**src/rtl/alu_pkg.sv**
```systemverilog
// Shared definitions for the 8-bit ALU and its command sequencer:
// op-codes, the queued command record and the sequencer state encoding.
package alu_pkg;

  localparam int DATA_W = 8;

  localparam logic [1:0] OP_ADD  = 2'b00;
  localparam logic [1:0] OP_NOTB = 2'b01;
  localparam logic [1:0] OP_AND  = 2'b10;
  localparam logic [1:0] OP_OR   = 2'b11;

  typedef struct packed {
    logic [1:0]        op;
    logic [DATA_W-1:0] a;
    logic [DATA_W-1:0] b;
    logic              acc_sel;
  } alu_cmd_t;

  typedef enum logic [1:0] {
    ST_IDLE   = 2'd0,
    ST_ISSUE  = 2'd1,
    ST_RESULT = 2'd2
  } seq_state_e;

endpackage

```
**src/rtl/sync_fifo.sv**
```systemverilog
// Synchronous show-ahead FIFO with synchronous active-low reset.
// DEPTH must be a power of two so the pointers wrap naturally.
module sync_fifo #(
  parameter int WIDTH = 8,
  parameter int DEPTH = 4
) (
  input  logic             clk,
  input  logic             rst_n,
  input  logic             push,
  input  logic [WIDTH-1:0] wdata,
  input  logic             pop,
  output logic [WIDTH-1:0] rdata,
  output logic             full,
  output logic             empty
);

  localparam int AW = (DEPTH > 1) ? $clog2(DEPTH) : 1;

  logic [WIDTH-1:0] mem_q [DEPTH];
  logic [AW-1:0]    wr_ptr_q, wr_ptr_d;
  logic [AW-1:0]    rd_ptr_q, rd_ptr_d;
  logic [AW:0]      count_q, count_d;
  logic             do_push, do_pop;

  assign do_push = push && !full;
  assign do_pop  = pop && !empty;
  assign full    = (count_q == (AW+1)'(DEPTH));
  assign empty   = (count_q == '0);
  assign rdata   = mem_q[rd_ptr_q];

  // Pointer and occupancy next-state.
  always_comb begin
    wr_ptr_d = wr_ptr_q;
    rd_ptr_d = rd_ptr_q;
    count_d  = count_q;
    if (do_push) begin
      wr_ptr_d = wr_ptr_q + AW'(1);
    end else begin
      wr_ptr_d = wr_ptr_q;
    end
    if (do_pop) begin
      rd_ptr_d = rd_ptr_q + AW'(1);
    end else begin
      rd_ptr_d = rd_ptr_q;
    end
    case ({do_push, do_pop})
      2'b10:   count_d = count_q + (AW+1)'(1);
      2'b01:   count_d = count_q - (AW+1)'(1);
      default: count_d = count_q;
    endcase
  end

  // Pointer and occupancy registers.
  always_ff @(posedge clk) begin
    if (!rst_n) begin
      wr_ptr_q <= '0;
      rd_ptr_q <= '0;
      count_q  <= '0;
    end else begin
      wr_ptr_q <= wr_ptr_d;
      rd_ptr_q <= rd_ptr_d;
      count_q  <= count_d;
    end
  end

  // Storage needs no reset: occupancy alone decides what is valid.
  always_ff @(posedge clk) begin
    if (do_push) begin
      mem_q[wr_ptr_q] <= wdata;
    end
  end

endmodule

```
**src/rtl/alu_cmd_sequencer.sv**
```systemverilog
// Queues ALU commands, issues them one at a time to an external combinational
// ALU, and returns each captured result over a valid/ready interface.
import alu_pkg::*;

module alu_cmd_sequencer #(
  parameter int DATA_W     = 8,
  parameter int FIFO_DEPTH = 4
) (
  input  logic              clk,
  input  logic              rst_n,
  input  logic              cmd_valid,
  output logic              cmd_ready,
  input  logic [1:0]        cmd_op,
  input  logic [DATA_W-1:0] cmd_a,
  input  logic [DATA_W-1:0] cmd_b,
  input  logic              cmd_acc,
  output logic [DATA_W-1:0] alu_a,
  output logic [DATA_W-1:0] alu_b,
  output logic [1:0]        alu_s,
  input  logic [DATA_W-1:0] alu_f,
  input  logic              alu_ovf,
  output logic              res_valid,
  input  logic              res_ready,
  output logic [DATA_W-1:0] res_data,
  output logic              res_ovf,
  output logic [DATA_W-1:0] acc,
  output logic              ovf_sticky,
  input  logic              clr_sticky,
  output logic              busy
);

  seq_state_e        state_q, state_d;
  logic [DATA_W-1:0] alu_a_q, alu_a_d, alu_b_q, alu_b_d;
  logic [1:0]        alu_s_q, alu_s_d;
  logic [DATA_W-1:0] res_data_q, res_data_d, acc_q, acc_d;
  logic              res_ovf_q, res_ovf_d, sticky_q, sticky_d;
  alu_cmd_t          push_cmd, head_cmd;
  logic              fifo_pop, fifo_full, fifo_empty;

  assign push_cmd = '{op: cmd_op, a: cmd_a, b: cmd_b, acc_sel: cmd_acc};

  sync_fifo #(
    .WIDTH($bits(alu_cmd_t)),
    .DEPTH(FIFO_DEPTH)
  ) u_cmd_fifo (
    .clk  (clk),
    .rst_n(rst_n),
    .push (cmd_valid),
    .wdata(push_cmd),
    .pop  (fifo_pop),
    .rdata(head_cmd),
    .full (fifo_full),
    .empty(fifo_empty)
  );

  // Sequencer next-state; the ALU operands load on the same edge as the pop.
  always_comb begin
    state_d    = state_q;
    fifo_pop   = 1'b0;
    alu_a_d    = alu_a_q;
    alu_b_d    = alu_b_q;
    alu_s_d    = alu_s_q;
    res_data_d = res_data_q;
    res_ovf_d  = res_ovf_q;
    acc_d      = acc_q;
    sticky_d   = clr_sticky ? 1'b0 : sticky_q;
    case (state_q)
      ST_IDLE: begin
        if (!fifo_empty) begin
          fifo_pop = 1'b1;
          alu_s_d  = head_cmd.op;
          alu_b_d  = head_cmd.b;
          alu_a_d  = head_cmd.acc_sel ? acc_q : head_cmd.a;
          state_d  = ST_ISSUE;
        end else begin
          state_d  = ST_IDLE;
        end
      end
      ST_ISSUE: begin
        res_data_d = alu_f;
        res_ovf_d  = alu_ovf;
        acc_d      = alu_f;
        // A capture that overflows beats a simultaneous clear.
        sticky_d   = (clr_sticky ? 1'b0 : sticky_q) | alu_ovf;
        state_d    = ST_RESULT;
      end
      ST_RESULT: begin
        if (res_ready && !fifo_empty) begin
          fifo_pop = 1'b1;
          alu_s_d  = head_cmd.op;
          alu_b_d  = head_cmd.b;
          alu_a_d  = head_cmd.acc_sel ? acc_q : head_cmd.a;
          state_d  = ST_ISSUE;
        end else if (res_ready) begin
          state_d  = ST_IDLE;
        end else begin
          state_d  = ST_RESULT;
        end
      end
      default: begin
        state_d = ST_IDLE;
      end
    endcase
  end

  // Sequencer state, ALU drive and result registers.
  always_ff @(posedge clk) begin
    if (!rst_n) begin
      state_q    <= ST_IDLE;
      alu_a_q    <= '0;
      alu_b_q    <= '0;
      alu_s_q    <= 2'b00;
      res_data_q <= '0;
      res_ovf_q  <= 1'b0;
      acc_q      <= '0;
      sticky_q   <= 1'b0;
    end else begin
      state_q    <= state_d;
      alu_a_q    <= alu_a_d;
      alu_b_q    <= alu_b_d;
      alu_s_q    <= alu_s_d;
      res_data_q <= res_data_d;
      res_ovf_q  <= res_ovf_d;
      acc_q      <= acc_d;
      sticky_q   <= sticky_d;
    end
  end

  assign cmd_ready  = !fifo_full;
  assign alu_a      = alu_a_q;
  assign alu_b      = alu_b_q;
  assign alu_s      = alu_s_q;
  assign res_valid  = (state_q == ST_RESULT);
  assign res_data   = res_data_q;
  assign res_ovf    = res_ovf_q;
  assign acc        = acc_q;
  assign ovf_sticky = sticky_q;
  assign busy       = (state_q != ST_IDLE) || !fifo_empty;

endmodule

```
**config.mk**
```make
export PLATFORM = sky130hd
export DESIGN_NAME = alu_cmd_sequencer
export DESIGN_NICKNAME = d
export VERILOG_FILES = /design/src/rtl/alu_pkg.sv /design/src/rtl/sync_fifo.sv /design/src/rtl/alu_cmd_sequencer.sv
export SDC_FILE = /design/constraint.sdc
export NUM_CORES = 1
export LEC_CHECK = 0
export CAP_MARGIN = 40
export CORE_ASPECT_RATIO = 0.9
export CORE_MARGIN = 2
export CORE_UTILIZATION = 35
export CTS_BUF_LIST = sky130_fd_sc_hd__clkbuf_4 sky130_fd_sc_hd__clkbuf_8
export CTS_CLUSTER_DIAMETER = 30
export DETAILED_ROUTE_END_ITERATION = 12
export PLACE_DENSITY = 0.63
export SLEW_MARGIN = 10
export SYNTH_ARGS = -nofsm -noshare
export SYNTH_HDL_FRONTEND = slang
export SYNTH_SLANG_ARGS = --single-unit
export TNS_END_PERCENT = 50
```
**constraint.sdc**
```tcl
create_clock -name clk -period 2.9 [get_ports clk]
set_input_delay 0.29 -clock clk [delete_from_list [all_inputs] [get_ports clk]]
set_output_delay 0.29 -clock clk [all_outputs]
set_load 0.01 [all_outputs]
```
==> summary.md, run 1 <==
| Metric | Value |
|---|---|
| Final Critical Period | 2.35 ns |
| Tcrit/Tclk final | 81.1% |
| Die ar. | 13500 µm² |
| Post-synth design cell area | about 4400 µm² |
| Hold buffers post-CTS | 0 |
| Port bufs | 71 |
| R2R Setup Slk | 0.55 ns |
| Worst slew pin tran | 0.654 ns |
| Synth Net Count | 329 |
| CTS H-tree depth | 4 |
| Core area | 12200 µm² |
| Final Setup Violations | 0 |
| Pre-antenna DRT Iters | 4 |
| Synth Area per Inst | 15.2 µm² |
| DRT Wirelength | just under 9000 µm |
| Fin nets | 408 |
| Initial drt markers | 120 |
| Hold/Removal Path Class | in -> reg |
| Crit-path max FO | 6 |
| RSZ-0062 raised after global routing | no |
| Switch share | roughly 31% |
| Initial antenna violation count | 1 |
| Share of cells above drive strength 1 | 13.9% |
| Post-synthesis sequential area ratio | 69.6% |
| Hold slack | 0.422 ns |
| Clk buf depth | 2 |
| Routed vias/inst | 4.68 |
| Number of global-route vias before repair | approximately 2800 |
| Post-cts sizing count | 0 |
| Area delta synth->final | 27.1% |
| Peak Freq | 425 MHz |
| Routed WL per cell | between 15 and 20 µm |
| Clock Skew | between 0.007 and 0.008 ns |
| Clk_lat worst skew | 0.42 ns |
| Critical path class | reg -> reg |
| Worst Hold Depth | 3 |
| Clock sinks | 115 |
| Clock network power share | 25.7% |
| Die X | 122 µm |
| Max-cap violations | 0 |
| Pwr Density | 898 nW/µm² |
| # fillers | 1069 |
| Placed Cells | 510 |
| Reg clk slew, reported paths | 0.07 ns |
| Fin. Hold Viols | 0 |
| # DRC | 0 |
| Setup Buffers After CTS | 0 |
| Status | finished, final reports clean |
| GRT overflow | 0 |
| Worst EP required | approximately 3.3 ns |
| Initial Util | 36.2% |
| Post-Syn Instances | 290 |
| Final Slew Violations | 0 |
| Yosys reg bits | 115 |
| Row count | 38 |
| Vias | 2534 |
| Layout Cells excl Fill | 542 |
| First-pass GRT wire length | 14500 µm |
| Int Power | 3460 µW |
| Slew HR | 56.3% |
| CTS tree | yes |
| Tot GR Track Use | 14.6% |
| Maximum VDD drop | 0.430 mV |
| CP Launch Type | register |
| Die Ht | between 100 and 150 µm |
| Placed wire-length estimate | 5790 µm |
| NetSw | 1570 µW |
| I/O pin cnt | just over 70 |
| Largest net degree at the start of global routing | 28 |
| Worst Reg2Reg Path Length in Cells | 9 |
| Routability Congestion | 0.695 |
| CTS buffer count | 17 |
| ANT nets after route | 0 |
| Combinational share of power | 30.4% |
| Diodes inserted | 0 |
| Arrival time worst endpoint | 2.70 ns |
| Setup TNS | 0 ns |
| Post-synthesis cell type count | 29 |
| CTS root buf | clkbuf_8 |
| Seq pwr share | a little over two fifths |
| Crit end category | register |
| Yosys warns | 0 |
| Pleak | just under 0.002 µW |
-- power groups by stage --
stage / Clock [µW] / Sequential (µW) / Combinational, µW
2_1_floorplan: 0 / 2240 / 963
3_3_place_gp: 0 / 2230 / 1510
3_5_place_dp: 0 / 2240 / 1550
4_1_cts: 1340 / 2210 / 1550
5_1_grt: 1410 / 2240 / 1680
6_report: 1290 / 2200 / 1530
-- cell type report --
cell class / count / area, µm² / area share (%)
Clock buffer: 17 / 234 / 4.18
Clock inverter: 15 / 119 / 2.12
Inverter: 9 / 33.8 / 0.604
Multi-Input combinational cell: 145 / 1160 / 20.7
Sequential cell: 115 / 3060 / 54.7
Tap cell: 160 / 200 / 3.58
Timing Repair Buffer: 81 / 786 / 14.0
-- Yosys cell counts --
master / number / area share (%)
inv_2: 1 / 0.085
clkbuf_2: 1 / 0.11
dfxtp_1: 39 / 18
and2_1: 1 / 0.14
buf_6: 4 / 1.0
xor2_1: 2 / 0.40
buf_4: 9 / 1.5
nand2_1: 41 / 3.5
a21oi_1: 33 / 3.8
mux4_1: 8 / 4.8
ha_1: 5 / 1.4
or3_4: 1 / 0.26
mux2i_1: 8 / 1.8
and3_1: 4 / 0.57
nor2_1: 8 / 0.68
nor3_1: 1 / 0.11
or3b_1: 1 / 0.20
fa_1: 1 / 0.45
xnor2_1: 2 / 0.40
clkbuf_1: 6 / 0.51
mux4_2: 11 / 5.6
o21ai_0: 9 / 1.0
nor2b_1: 3 / 0.43
nand2b_1: 3 / 0.43
or3_1: 2 / 0.28
inv_1: 8 / 0.68
edfxtp_1: 76 / 52
o21ai_1: 1 / 0.11
buf_2: 1 / 0.11
-- sequential cells by signal, summed over array words and instances, names as in the netlist, named ones only --
| name | flops |
|---|---|
| alu_b | 8 |
| state_q | 2 |
| acc | 8 |
| u_cmd_fifo.count_q | 3 |
| u_cmd_fifo.mem_q | 76 |
| alu_s | 2 |
| ovf_sticky | 1 |
| u_cmd_fifo.rd_ptr_q | 2 |
| res_ovf | 1 |
| u_cmd_fifo.wr_ptr_q | 2 |
| alu_a | 8 |
-- stage by stage --
step           total power, µW  util [%]  setup slack (ns)  instance area, µm²
6_report                  5020      46.0             0.548                5600
5_1_grt                   5340      46.0             0.380                5600
4_1_cts                   5100      46.0             0.533                5600
3_5_place_dp              3790      43.1             0.305                5240
3_3_place_gp              3740      43.1             0.335                5240
2_1_floorplan             3200         -             0.612                4400
-- critical path: stages (launching register included) --
cell and delay [ns]:
dfxtp_1 0.36, or3b_1 0.44, and2_1 0.23, inv_1 0.08, ha_1 0.17, inv_1 0.06, fa_1 0.37, xor2_1 0.15
or3_1 0.30, a21oi_1 0.13
-- path summary, 6_finish.rpt --
kind                                            start                    end
worst max-delay path            u_cmd_fifo.count_q[2]  u_cmd_fifo.count_q[2]
worst min-delay path                         alu_f[4]                 acc[4]
worst max register to register  u_cmd_fifo.count_q[2]  u_cmd_fifo.count_q[2]
worst min register to register                res_ovf                res_ovf
-- layout by cell type, fill, tap and decap left out, types with 4 or more instances in the layout --
| master | instances |
|---|---|
| nor2_1 | 8 |
| a21oi_1 | 33 |
| o21ai_0 | 9 |
| nand2_1 | 41 |
| inv_1 | 8 |
| dfxtp_1 | 39 |
| clkinvlp_4 | 4 |
| and3_1 | 4 |
| ha_1 | 5 |
| clkbuf_8 | 17 |
| mux4_1 | 8 |
| edfxtp_1 | 76 |
| mux4_2 | 11 |
| clkinv_2 | 5 |
| mux2i_1 | 8 |
| clkdlybuf4s50_1 | 71 |
| buf_4 | 10 |
-- metal layers --
| metal | global-route usage, % | vias to the layer above | wire length [µm] |
|---|---|---|---|
| met5 | 0 | - | 0 |
| met4 | 4.37 | 0 | 59 |
| met3 | 5.68 | 5 | 539 |
| met2 | 23.7 | 66 | 4320 |
| met1 | 17.8 | 1242 | 3940 |
| li1 | - | 1221 | - |
-- cells by family after synthesis --
logic type,count (synthesis),synth area share [%]
buf+inv,30,4.06
simple gates,65,6.59
compound gates,43,4.89
flops,115,69.6
mux,27,12.2
xor+xnor,4,0.796
fa+ha+maj,6,1.88
Power figures use the tool's default switching activity.
==> run 2, diff against run 1 <==
Clock period 2.9 ns to 2.4 ns, I/O delays scaled along.
==> run 2 against run 1 <==
Maximum frequency increased by 2.2%. Worst hold slack got worse by 0.050 ns. Via count is 1.3% higher. Design area increased by 1.8%. Largest cell class unchanged. Critical path type unchanged. Critical endpoint unchanged. Sequential power is 20% higher. Die area is the same. Wire length is 0.91% lower. Count of clock-buffer cells in the layout rose by 2. Critical path depth stayed put.
==> summary.md, run 2 (synthesis gave the netlist of run 1 again) <==
| Metric | Value |
|---|---|
| Row count | 38 |
| Reg with most FFs | u_cmd_fifo.mem_q |
| Number of global-route vias before repair | approximately 2600 |
| # DRC | 0 |
| Routed vias/inst | ~4.7 |
| Routed WL per cell | 16.1 µm |
| Max FFs per register | 76 |
| Final Setup Violations | 0 |
| Max-cap violations | 0 |
| Worst slew pin tran | 0.645 ns |
| Pwr Density | ~1100 nW/µm² |
| Final Critical Period | 2.30 ns |
| GRT overflow | 0 |
| Die X | 122 µm |
| Tcrit/Tclk final | 95.9% |
| Die Ht | 110 µm |
| Clk buf depth | 2 |
| Die ar. | 13500 µm² |
| Hold slack | 0.372 ns |
| Arrival time worst endpoint | between 2 and 3 ns |
| Status | finished, final reports clean |
| Critical path origin | u_cmd_fifo.count_q[0] |
| Diodes inserted | 0 |
| Clk_lat worst skew | 0.42 ns |
| Largest net degree at the start of global routing | 28 |
| Routability Congestion | 0.718 |
| CTS root buf | clkbuf_8 |
| CTS H-tree depth | 4 |
| Maximum VDD drop | 0.533 mV |
| Initial antenna violation count | 0 |
| Core area | 12200 µm² |
| DRT Wirelength | 8780 µm |
| Crit-path max FO | 4 |
| Pleak | 0.00197 µW |
| Crit end category | register |
| First-pass GRT wire length | 13700 µm |
| CTS tree | yes |
| Fin. Hold Viols | 0 |
| Slew HR | 56.9% |
| Initial Util | 36.2% |
| ANT nets after route | 0 |
| Worst Reg2Reg Path Length in Cells | 9 |
| Initial drt markers | 107 |
| Critical path class | reg -> reg |
| Vias | 2567 |
| Fin nets | 412 |
| Area delta synth->final | 29.4% |
| RSZ-0062 raised after global routing | no |
| Clock sinks | around 120 |
| I/O pin cnt | between 70 and 80 |
| Setup crit end | u_cmd_fifo.count_q[2] |
| Layout Cells excl Fill | 546 |
| Util after Layout | 46.8% |
| Hold/Removal Path Class | in -> reg |
| R2R Path End | u_cmd_fifo.count_q[2] |
| R2R Setup Slk | 0.1 ns |
| CTS buffer count | 17 |
| Port bufs | 71 |
| Hold wc startpoint | alu_f[0] |
| Hold buffers post-CTS | 0 |
| Placed wire-length estimate | 5800 µm |
| Commonest cells after routing, fill and taps aside | edfxtp_1 (76), clkdlybuf4s50_1 (71), nand2_1 (41) |
| Peak Freq | 434 MHz |
| Pre-antenna DRT Iters | 4 |
| Worst EP required | between 2 and 3 ns |
| Clock Skew | 0.00785 ns |
| Final Slew Violations | 0 |
| Share of cells above drive strength 1 | 16.6% |
| Placed Cells | 514 |
| Reg clk slew, reported paths | 0.07 ns |
| Commonest non-fill, non-tap cell in the layout | edfxtp_1 |
| Tot GR Track Use | 13.9% |
| CP Launch Type | register |
| R2R Path Start | u_cmd_fifo.count_q[0] |
[run 2: metal layers]
layer,global-route usage (%),part of all wire (%),up-vias
li1,-,-,1228
met1,17.9,45,1257
met2,21.6,48,76
met3,5.22,6.6,6
met4,4.83,0.74,0
met5,0,0,-
[run 2: worst min-delay path by stage]
stage | end | slack (ns) | cells after the start
2_1_floorplan | u_cmd_fifo.mem_q[0][0] | 0.34 | 0
3_3_place_gp | res_ovf | 0.45 | 2
3_5_place_dp | alu_b[6] | 0.45 | 2
4_1_cts | acc[2] | 0.34 | 3
5_1_grt | ovf_sticky | 0.36 | 3
6_report | acc[0] | 0.37 | 3
[run 2: power by group]
part	internal (µW)	total [µW]	leakage [µW]	switching, µW
registers	2470	2650	0.00102	179
logic	958	1920	0.000756	967
clock network	1060	1820	0.000194	757
[run 2: layout make-up]
| class | instances | area, µm² |
|---|---|---|
| Clock buffer | 19 | 255 |
| Inverter | 9 | 33.8 |
| Tap cell | 160 | 200 |
| Timing Repair Buffer | 85 | 816 |
| Sequential cell | 115 | 3070 |
| Multi-Input combinational cell | 145 | 1170 |
| Fill cell | 1090 | 6470 |
| Clock inverter | 13 | 159 |
[run 2: timing repair]
action                                  in CTS  in global routing
endpoints found under the setup margin       0                  1
setup buffers                                0                  0
resized for setup                            0                  5
hold endpoints to repair                     0                  0
[run 2: worst max-delay path, cell delays in order (launching register included)]
cell	delay, ns
dfxtp_2	0.34
or3b_4	0.39
and2_4	0.18
inv_1	0.07
ha_1	0.17
inv_1	0.06
fa_1	0.38
xor2_1	0.16
or3_1	0.34
a21oi_2	0.15
[run 2: metrics by stage]
step	TNS, ns	cell area (µm²)	setup slack (ns)	power (µW)
final	0	5700	0.0979	6390
after global routing	0	5700	0.00759	6770
after CTS	0	5690	0.0405	6470
after detailed placement	-0.0743	5270	-0.0743	4630
after global placement	0	5270	0.0152	4580
after floorplan	0	4400	0.112	3870
